--- src/rtl/dmem_arb_pkg.sv ---
// dmem_arb_pkg: FSM state encoding and default RAM window bounds shared by the
// data-memory arbiter and its testbench.
package dmem_arb_pkg;

  typedef enum logic [1:0] {
    ST_IDLE   = 2'd0,
    ST_ACCESS = 2'd1,
    ST_RESP   = 2'd2
  } arb_state_t;

  localparam logic [7:0] DEF_ADDR_LO = 8'h80;
  localparam logic [7:0] DEF_ADDR_HI = 8'hDF;

endpackage

--- src/rtl/dmem_arb_grant.sv ---
// dmem_arb_grant: two-way request picker producing a one-hot grant.
// Default build gives fixed priority to requester 0. Defining DMEM_ARB_RR_EN
// switches contention handling to round-robin, where the requester that did
// not win last time (last_grant: 0 = requester 0, 1 = requester 1) wins.
module dmem_arb_grant (
  input  logic [1:0] valid,
  input  logic       last_grant,
  output logic [1:0] grant
);

`ifdef DMEM_ARB_RR_EN
  // Round-robin: on contention the requester other than last_grant wins
  always_comb begin
    grant = 2'b00;
    if (valid == 2'b11) begin
      grant = last_grant ? 2'b01 : 2'b10;
    end else begin
      grant = valid;
    end
  end
`else
  // last_grant only matters for round-robin builds
  logic unused_last_grant;
  assign unused_last_grant = last_grant;

  // Fixed priority: requester 0 always beats requester 1
  always_comb begin
    grant    = 2'b00;
    grant[0] = valid[0];
    grant[1] = valid[1] & ~valid[0];
  end
`endif

endmodule

--- src/rtl/dmem_arbiter.sv ---
// dmem_arbiter: shares the single-port data RAM (window ADDR_LO..ADDR_HI)
// between the CPU load/store unit (requester 0) and the DMA/IO engine
// (requester 1). One transaction in flight: IDLE accepts, ACCESS lets the RAM
// sample address/write-enable, RESP returns data/error to the owner.
// Optional round-robin arbitration is enabled with `define DMEM_ARB_RR_EN.
module dmem_arbiter
  import dmem_arb_pkg::*;
#(
  parameter int                ADDR_W  = 8,
  parameter int                DATA_W  = 8,
  parameter logic [ADDR_W-1:0] ADDR_LO = ADDR_W'(DEF_ADDR_LO),
  parameter logic [ADDR_W-1:0] ADDR_HI = ADDR_W'(DEF_ADDR_HI)
) (
  input  logic              clk,
  input  logic              rst_n,
  input  logic              req0_valid,
  output logic              req0_ready,
  input  logic [ADDR_W-1:0] req0_addr,
  input  logic [DATA_W-1:0] req0_wdata,
  input  logic              req0_we,
  input  logic              req1_valid,
  output logic              req1_ready,
  input  logic [ADDR_W-1:0] req1_addr,
  input  logic [DATA_W-1:0] req1_wdata,
  input  logic              req1_we,
  output logic              rsp0_valid,
  input  logic              rsp0_ready,
  output logic              rsp1_valid,
  input  logic              rsp1_ready,
  output logic [DATA_W-1:0] rsp_rdata,
  output logic              rsp_err,
  output logic [ADDR_W-1:0] mem_addr,
  output logic [DATA_W-1:0] mem_wdata,
  output logic              mem_we,
  input  logic [DATA_W-1:0] mem_rdata
);

  arb_state_t        state;
  arb_state_t        state_next;
  logic [1:0]        grant;
  logic              last_grant;
  logic              owner;
  logic              err;
  logic              is_write;
  logic              sel;
  logic [ADDR_W-1:0] sel_addr;
  logic [DATA_W-1:0] sel_wdata;
  logic              sel_we;
  logic              in_range;
  logic              accept;

  dmem_arb_grant u_grant (
    .valid      ({req1_valid, req0_valid}),
    .last_grant (last_grant),
    .grant      (grant)
  );

  // Request fields of whichever requester currently holds the grant
  assign sel       = grant[1];
  assign sel_addr  = sel ? req1_addr  : req0_addr;
  assign sel_wdata = sel ? req1_wdata : req0_wdata;
  assign sel_we    = sel ? req1_we    : req0_we;
  assign in_range  = (sel_addr >= ADDR_LO) && (sel_addr <= ADDR_HI);
  assign accept    = (state == ST_IDLE) && (grant != 2'b00);

  // State register; reset abandons any in-flight transaction
  always_ff @(posedge clk or negedge rst_n) begin
    if (!rst_n) begin
      state <= ST_IDLE;
    end else begin
      state <= state_next;
    end
  end

  // Latch the accepted request and drive the RAM; write enable lives for exactly the ACCESS cycle
  always_ff @(posedge clk or negedge rst_n) begin
    if (!rst_n) begin
      mem_addr   <= '0;
      mem_wdata  <= '0;
      mem_we     <= 1'b0;
      owner      <= 1'b0;
      err        <= 1'b0;
      is_write   <= 1'b0;
      last_grant <= 1'b1;
    end else if (accept) begin
      mem_addr   <= sel_addr;
      mem_wdata  <= sel_wdata;
      mem_we     <= sel_we & in_range;
      owner      <= sel;
      err        <= ~in_range;
      is_write   <= sel_we;
      last_grant <= sel;
    end else if (state == ST_ACCESS) begin
      mem_we     <= 1'b0;
    end
  end

  // Next state, request handshakes and the response routed to the owner only
  always_comb begin
    state_next = state;
    req0_ready = 1'b0;
    req1_ready = 1'b0;
    rsp0_valid = 1'b0;
    rsp1_valid = 1'b0;
    rsp_rdata  = '0;
    rsp_err    = 1'b0;
    case (state)
      ST_IDLE: begin
        req0_ready = grant[0];
        req1_ready = grant[1];
        if (grant != 2'b00) begin
          state_next = ST_ACCESS;
        end
      end
      ST_ACCESS: begin
        state_next = ST_RESP;
      end
      ST_RESP: begin
        rsp0_valid = ~owner;
        rsp1_valid = owner;
        rsp_err    = err;
        rsp_rdata  = (is_write || err) ? '0 : mem_rdata;
        if (owner ? rsp1_ready : rsp0_ready) begin
          state_next = ST_IDLE;
        end
      end
      default: begin
        state_next = ST_IDLE;
      end
    endcase
  end

endmodule

--- config.mk ---
export PLATFORM = sky130hd
export DESIGN_NAME = dmem_arbiter
export DESIGN_NICKNAME = d
export VERILOG_FILES = /design/src/rtl/dmem_arb_pkg.sv /design/src/rtl/dmem_arb_grant.sv /design/src/rtl/dmem_arbiter.sv
export SDC_FILE = /design/constraint.sdc
export NUM_CORES = 1
export LEC_CHECK = 0
export ABC_AREA = 1
export CORE_ASPECT_RATIO = 0.8
export CORE_MARGIN = 5
export CORE_UTILIZATION = 25
export DETAILED_ROUTE_END_ITERATION = 8
export PLACE_DENSITY = 0.7
export SYNTH_ARGS = -nofsm -noshare
export SYNTH_HDL_FRONTEND = slang
export SYNTH_HIERARCHICAL = 1
export SYNTH_SLANG_ARGS = --single-unit
--- constraint.sdc ---
create_clock -name clk -period 1.1 [get_ports clk]
set_input_delay 0.22 -clock clk [delete_from_list [all_inputs] [get_ports clk]]
set_output_delay 0.22 -clock clk [all_outputs]
set_load 0.03 [all_outputs]
==> results by group, run 1 <==
Outcome
  • Status: complete, but fails checks
  • Failing checks: setup timing

Critical path
  • Worst path max stage delay: 0.40 ns
  • Max FO, Critical Path: 8
  • Worst endpoint required time: 0.88 ns
  • Worst setup SP type: register
  • Crit-path slowest cell: dfrtp_1
  • Worst Setup End Kind: primary output
  • R2R Path Start: state[0]
  • WP data arrival: between 1 and 1.5 ns
  • R2r setup slk: -0.28 ns
  • CP cell instances: inv_2 -> nand2_8 -> nor3b_4 -> buf_6
  • End of the worst register-to-register path: mem_addr[5]
  • Register-to-Register Path Depth: 9
  • Crit Path Category: reg -> out

Floorplanning
  • I/O pin count: 78
  • Std-Cell Rows: 22
  • DIE AREA: 6280 um2
  • Die Ht: 71.9 um
  • Starting Density: 0.259
  • Placeable Area: about 4600 um2
  • DIE WIDTH: 87.4 um

Timing
  • Max Clock Freq: 674 MHz
  • Hold Vio Cnt, Final: 0
  • Slew @ Worst Pin: roughly 0.18 ns
  • RSZ-0062 raised after global routing: yes
  • Final setup fails: 34
  • Min Hold Slack: about 0.31 ns
  • Period utilization: 1.35
  • Crit path time final: 1.48 ns
  • Max transition margin: 0.880
  • Final slew viol count: 0
  • Final Skew: 0.00513 ns
  • Worst setup slack after layout: -0.383 ns

Drt
  • Avg WL per Cell: 14.3 um
  • DR vias: 1,397
  • ANT nets after route: 0
  • Final wirelength: 4.59 mm
  • Initial DRC Count: 46
  • DRT Pass-1 Iters: 4
  • Vias/cell: 4.37
  • DRC viols: 0

Pwr
  • VDD IR max: 1100 uV
  • Lkg Pwr: 1.21 nW
  • Cell area power density: 2310 nW/um2

Placed design
  • Dpl cell area: 2140 um2
  • Routability Congestion: ~0.76
  • DP HPWL: 2.85 mm
  • IO Port Bufs: 77

Synth
  • Post-Syn Instances: 149
  • Yosys warns: 6
  • Avg Cell Area, Syn: 8.04 um2
  • Cell area after synthesis: ~1200 um2
  • Syn_nets: 197

GRT
  • First-pass GRT wire length: 6.99 mm
  • Total grt overflow: 0
  • Antenna violations before repair: 0
  • Vias in the first global route: 1,415
  • Largest net degree at the start of global routing: 23
  • Gr usage total: 0.140

Clock network
  • Hold buffers post-CTS: 0
  • CTS tree: done
  • CTS Buf Count: 3
  • Root buf cell: clkbuf_8
  • Clock Tree Buf Depth: 2
  • Reg clk slew, reported paths: 0.08 ns
  • Clock Sinks: 22
  • H-tree depth: 1
  • Later-pin clock latency in the skew report: about 0.26 ns

Cells and area
  • Fraction of layout instances using a drive strength above 1: 0.465
  • Finished Cell Area: 2700 um2
  • Area Growth Syn to Fin: 126%
  • Final nets: 309
  • Diode count: 0

Flow run
  • Max Cap Viol: 0

Worst hold path
  • Tightest Hold Check Type: in -> async
layer usage:
metal | vias to the layer above | global-route usage | share of wire | routed length, um
met3 | 2 | 0.0443 | 0.072 | 331
met4 | 0 | 0.0153 | 0.0031 | 14
met1 | 652 | 0.186 | 0.45 | 2080
met2 | 43 | 0.230 | 0.47 | 2160
met5 | - | 0 | 0 | 0
li1 | 700 | - | - | -
area by class of cell:
class / instances / area [um2]
clock buffers: 4 / 55.1
fillers: 396 / 1920
inverters: 10 / 60.1
multi-input cells: 110 / 786
flip-flops and latches: 22 / 552
well taps: 60 / 75.1
repair buffers: 114 / 1180
report_power, final:
group          switching (mW)  total [mW]  leakage (nW)  internal, mW
sequential              0.252        1.44         0.252          1.18
clock                   0.257       0.576        0.0288         0.319
combinational            2.26        4.23         0.933          1.97
critical path: cells and delay by family (launching register included):
family        cells  cell delay [ns]
flops             1             0.40
simple gates      2             0.34
buf+inv           2             0.27
per-stage QoR:
step | worst slack, ns | total power [mW] | instances | util | TNS (ns)
final | -0.383 | 6.24 | 320 | 0.585 | -8.98
after global routing | -0.448 | 6.61 | 320 | 0.585 | -10.92
after CTS | -0.384 | 6.30 | 316 | 0.569 | -10.59
after detailed placement | -0.516 | 4.58 | 290 | 0.463 | -10.71
after global placement | -0.469 | 4.54 | 290 | 0.463 | -10.21
after floorplan | -0.144 | 3.44 | 149 | - | -1.37
cells in the final DEF (no fill, tap or decap):
master	count
dfrtp_1	21
o21ai_1	9
nor2_2	3
buf_12	2
dlymetal6s2s_1	1
o21ai_2	6
nor3b_4	8
nand2_4	2
dfrtp_2	1
o21a_1	13
nand2_8	3
buf_8	2
buf_16	3
nand2_1	20
inv_2	5
clkbuf_8	4
nor2_1	26
o21bai_4	1
buf_4	32
nand2_2	12
clkdlybuf4s50_1	45
dlygate4sd2_1	1
nor2_4	6
o21ai_0	1
clkinv_4	1
clkbuf_4	1
inv_1	2
inv_6	1
buf_6	27
clkinv_8	1
sequential cells by signal, indices dropped and copies added, names as in the netlist:
signal	count
err	1
is_write	1
mem_addr	8
mem_wdata	8
mem_we	1
owner	1
state	2
worst max path at each step:
| stage | start | end | depth (start not counted) |
|---|---|---|---|
| CTS | state[0] | rsp_rdata[7] | 4 |
| floorplan | state[0] | rsp_rdata[0] | 4 |
| global placement | req0_valid | mem_we | 9 |
| global route | err | rsp_rdata[5] | 4 |
| finish | err | rsp_rdata[5] | 4 |
| detailed placement | req0_valid | mem_we | 9 |
timing repair:
action / CTS / global route
endpoints found under the setup margin: 33 / 34
gates cloned: 5 / 0
buffers inserted: 17 / 8
pin swaps: 12 / 13
gates resized for setup: 62 / 27
Power figures use the tool's default switching activity.
==> inputs of run 2 (changes only) <==
--- a/config.mk
+++ b/config.mk
@@ -10,7 +10,7 @@
 export CORE_MARGIN = 5
 export CORE_UTILIZATION = 25
 export DETAILED_ROUTE_END_ITERATION = 8
-export PLACE_DENSITY = 0.7
+export PLACE_DENSITY_LB_ADDON = 0.2
 export SYNTH_ARGS = -nofsm -noshare
 export SYNTH_HDL_FRONTEND = slang
 export SYNTH_HIERARCHICAL = 1
==> run 2 against run 1 <==
  * The flow still finishes with violations (setup timing)
  * Sequential cell count did not move
  * Utilization down 1.3 points
  * Sequential power hardly changed
  * Design area fell by 2.3%
  * Maximum frequency up 0.81%
  * First-iteration DRC count down 11%
  * Count of clock-buffer cells in the layout fell by 1
  * Power down 1.7%
  * Combinational power about the same
  * Largest cell class unchanged
  * Largest power group unchanged
  * Highest routed layer unchanged
==> results by group, run 2 (synthesis gave the netlist of run 1 again) <==
Pwr
  • Final Total Pwr: 6.14 mW (-1.7%)
  • Seq pwr share: 0.235 (+0.005)
  • Sw Share: 0.438 (-0.00479)
  • Lkg Pwr: 1.18 nW (-2.5%)
  • Internal power component: 3.45 mW (-0.85%)
  • Logic pwr share: 0.685 (+0.007)
  • Clock power share: 0.080 (-0.012)
  • Psw: 2.69 mW (-2.8%)
  • Cell area power density: 2320 nW/um2 (+0.58%)
  • VDD IR max: 1340 uV (+21%)

Placed design
  • IO Port Bufs: 77 (unchanged)
  • Dpl cell area: 2140 um2 (-0.12%)
  • DP HPWL: 2.84 mm (-0.27%)
  • Routability Congestion: 0.675 (-11%)
  • Placed instance count: 288 (-0.69%)

Drt
  • Initial DRC Count: 41 (-11%)
  • Final wirelength: 4.23 mm (-7.7%)
  • DRT Pass-1 Iters: 3 (-1)
  • ANT nets after route: 0 (unchanged)
  • Avg WL per Cell: 13.7 um (-4.8%)
  • DR vias: 1,377 (-1.4%)
  • Vias/cell: 4.44 (+1.7%)
  • DRC viols: 0 (unchanged)

Critical path
  • WP data arrival: 1.25 ns (about the same)
  • R2r setup slk: -0.35 ns (-0.07 ns)
  • Crit-path slowest cell: dfrtp_1
  • Worst Setup EP: rsp_rdata[0]
  • Worst endpoint required time: 0.88 ns (about the same)
  • Crit Path Category: reg -> out
  • Register-to-Register Path Depth: 8 (-1)
  • Max FO, Critical Path: 8 (unchanged)
  • R2R Path Start: state[1]
  • Buffer and inverter count on the worst path: 2 (unchanged)
  • End of the worst register-to-register path: mem_wdata[5]
  • Number of cells on the critical path: 4 (unchanged)
  • Launch point of the worst path: err
  • Family with the most delay on the worst path: flip-flops
  • CP cell instances: inv_2 -> nand2_8 -> nor3b_4 -> buf_6
  • Worst path max stage delay: 0.39 ns (about the same)
  • Worst setup SP type: register
  • Worst Setup End Kind: primary output

Timing
  • Hold Vio Cnt, Final: 0 (unchanged)
  • Final setup fails: 34 (unchanged)
  • Crit path time final: 1.47 ns (-0.0119 ns)
  • Max transition margin: 0.871 (-0.00876)
  • Min Hold Slack: 0.312 ns (-0.00258 ns)
  • Period utilization: 1.34 (-0.0108)
  • Final Skew: 0.00459 ns (-0.000535 ns)
  • Worst setup slack after layout: -0.371 ns (+0.0119 ns)
  • Max Clock Freq: 680 MHz (+0.81%)
  • RSZ-0062 raised after global routing: yes
  • Final slew viol count: 0 (unchanged)
  • Slew @ Worst Pin: 0.194 ns (+0.0138 ns)

Cells and area
  • Diode count: 0 (unchanged)
  • Final nets: 300 (-2.9%)
  • Finished Cell Area: 2640 um2 (-2.3%)
  • Largest regs: mem_addr (8), mem_wdata (8), state (2)
  • # fillers: 403 (+1.8%)
  • Most frequent cells in the layout: clkdlybuf4s50_1 (45), nor2_1 (28), buf_4 (26)
  • Fraction of layout instances using a drive strength above 1: 0.452 (-0.0134)
  • Area Growth Syn to Fin: 121%
  • Filler-free cell count of the finished design: 310 (-3.1%)
  • Most common cell after layout, fill and taps aside: clkdlybuf4s50_1

Clock network
  • Root buf cell: clkbuf_8
  • Reg clk slew, reported paths: 0.08 ns (about the same)
  • Clock Sinks: 22 (unchanged)
  • Later-pin clock latency in the skew report: 0.26 ns (about the same)
  • H-tree depth: 1 (unchanged)
  • CTS tree: done
  • CTS Buf Count: 3 (unchanged)
  • Clock Tree Buf Depth: 2 (unchanged)

Outcome
  • Failing checks: setup timing
  • Status: complete, but fails checks

Floorplanning
  • I/O pin count: 78 (unchanged)
  • Std-Cell Rows: 22 (unchanged)
  • DIE WIDTH: 87.4 um (unchanged)
  • DIE AREA: 6280 um2 (unchanged)
  • Starting Density: 0.259 (unchanged)
  • Placeable Area: 4620 um2 (unchanged)
  • Die Ht: 71.9 um (unchanged)

Worst hold path
  • Tightest Hold Check Type: in -> async

GRT
  • Total grt overflow: 0 (unchanged)
  • First-pass GRT wire length: 6.55 mm (-6.3%)
  • Largest net degree at the start of global routing: 23 (unchanged)
  • Vias in the first global route: 1,396 (-1.3%)
  • Gr usage total: 0.129 (-0.0109)
  • Antenna violations before repair: 0 (unchanged)

Flow run
  • Max Cap Viol: 0 (unchanged)
run 2: worst min path at each step:
stage                  endpoint  slack, ns  depth (start not counted)
floorplan                   err      -0.08                          0
global placement    mem_addr[5]       0.47                          2
detailed placement  mem_addr[7]       0.47                          2
CTS                    state[0]       0.31                          2
global route        mem_addr[7]       0.33                          2
finish                 state[0]       0.31                          2
run 2: final cells by class:
| cell class | instances | area [um2] | share of cell area |
|---|---|---|---|
| Clock buffer | 3 | 41.3 | 0.0156 |
| Inverter | 10 | 52.6 | 0.0199 |
| Multi-Input combinational cell | 110 | 774 | 0.293 |
| Sequential cell | 22 | 552 | 0.209 |
| Tap cell | 60 | 75.1 | 0.0284 |
| Timing Repair Buffer | 105 | 1150 | 0.434 |
run 2: repair_timing:
action | in CTS | in global routing
resized for setup | 61 | 13
cloned | 4 | 1
setup buffers | 12 | 4
endpoints found under the setup margin | 33 | 34
pin swaps | 11 | 7
hold buffers | 0 | 0
run 2: worst register-to-register path: stages, from the launching register on:
cell	delay, ns
dfrtp_2	0.49
inv_2	0.11
nand2_4	0.06
buf_6	0.12
nor2_4	0.14
buf_12	0.14
buf_12	0.13
o21ai_2	0.06
o21a_1	0.10
run 2: metrics by stage:
stage               setup TNS [ns]   util  worst slack (ns)
floorplan                    -1.37      -            -0.144
global placement            -10.77  0.463            -0.499
detailed placement          -11.16  0.463            -0.522
CTS                         -10.42  0.551            -0.386
global route                -13.14  0.571            -0.451
finish                      -11.10  0.571            -0.371
run 2: power by group through the flow:
stage          logic, mW  clock network, mW  registers (mW)
3_3_place_gp        3.15                  0            1.41
3_5_place_dp        3.15                  0            1.42
5_1_grt             4.46              0.558            1.49
2_1_floorplan       1.47                  0            1.97
4_1_cts             3.94              0.512            1.43
6_report            4.21              0.492            1.44
run 2: per-layer routing:
| metal | routed length (um) | vias up | track usage |
|---|---|---|---|
| met5 | 0 | - | 0 |
| met4 | 7 | 0 | 0.0102 |
| met3 | 244 | 2 | 0.0352 |
| met2 | 2100 | 33 | 0.221 |
| met1 | 1880 | 656 | 0.170 |
| li1 | - | 686 | - |
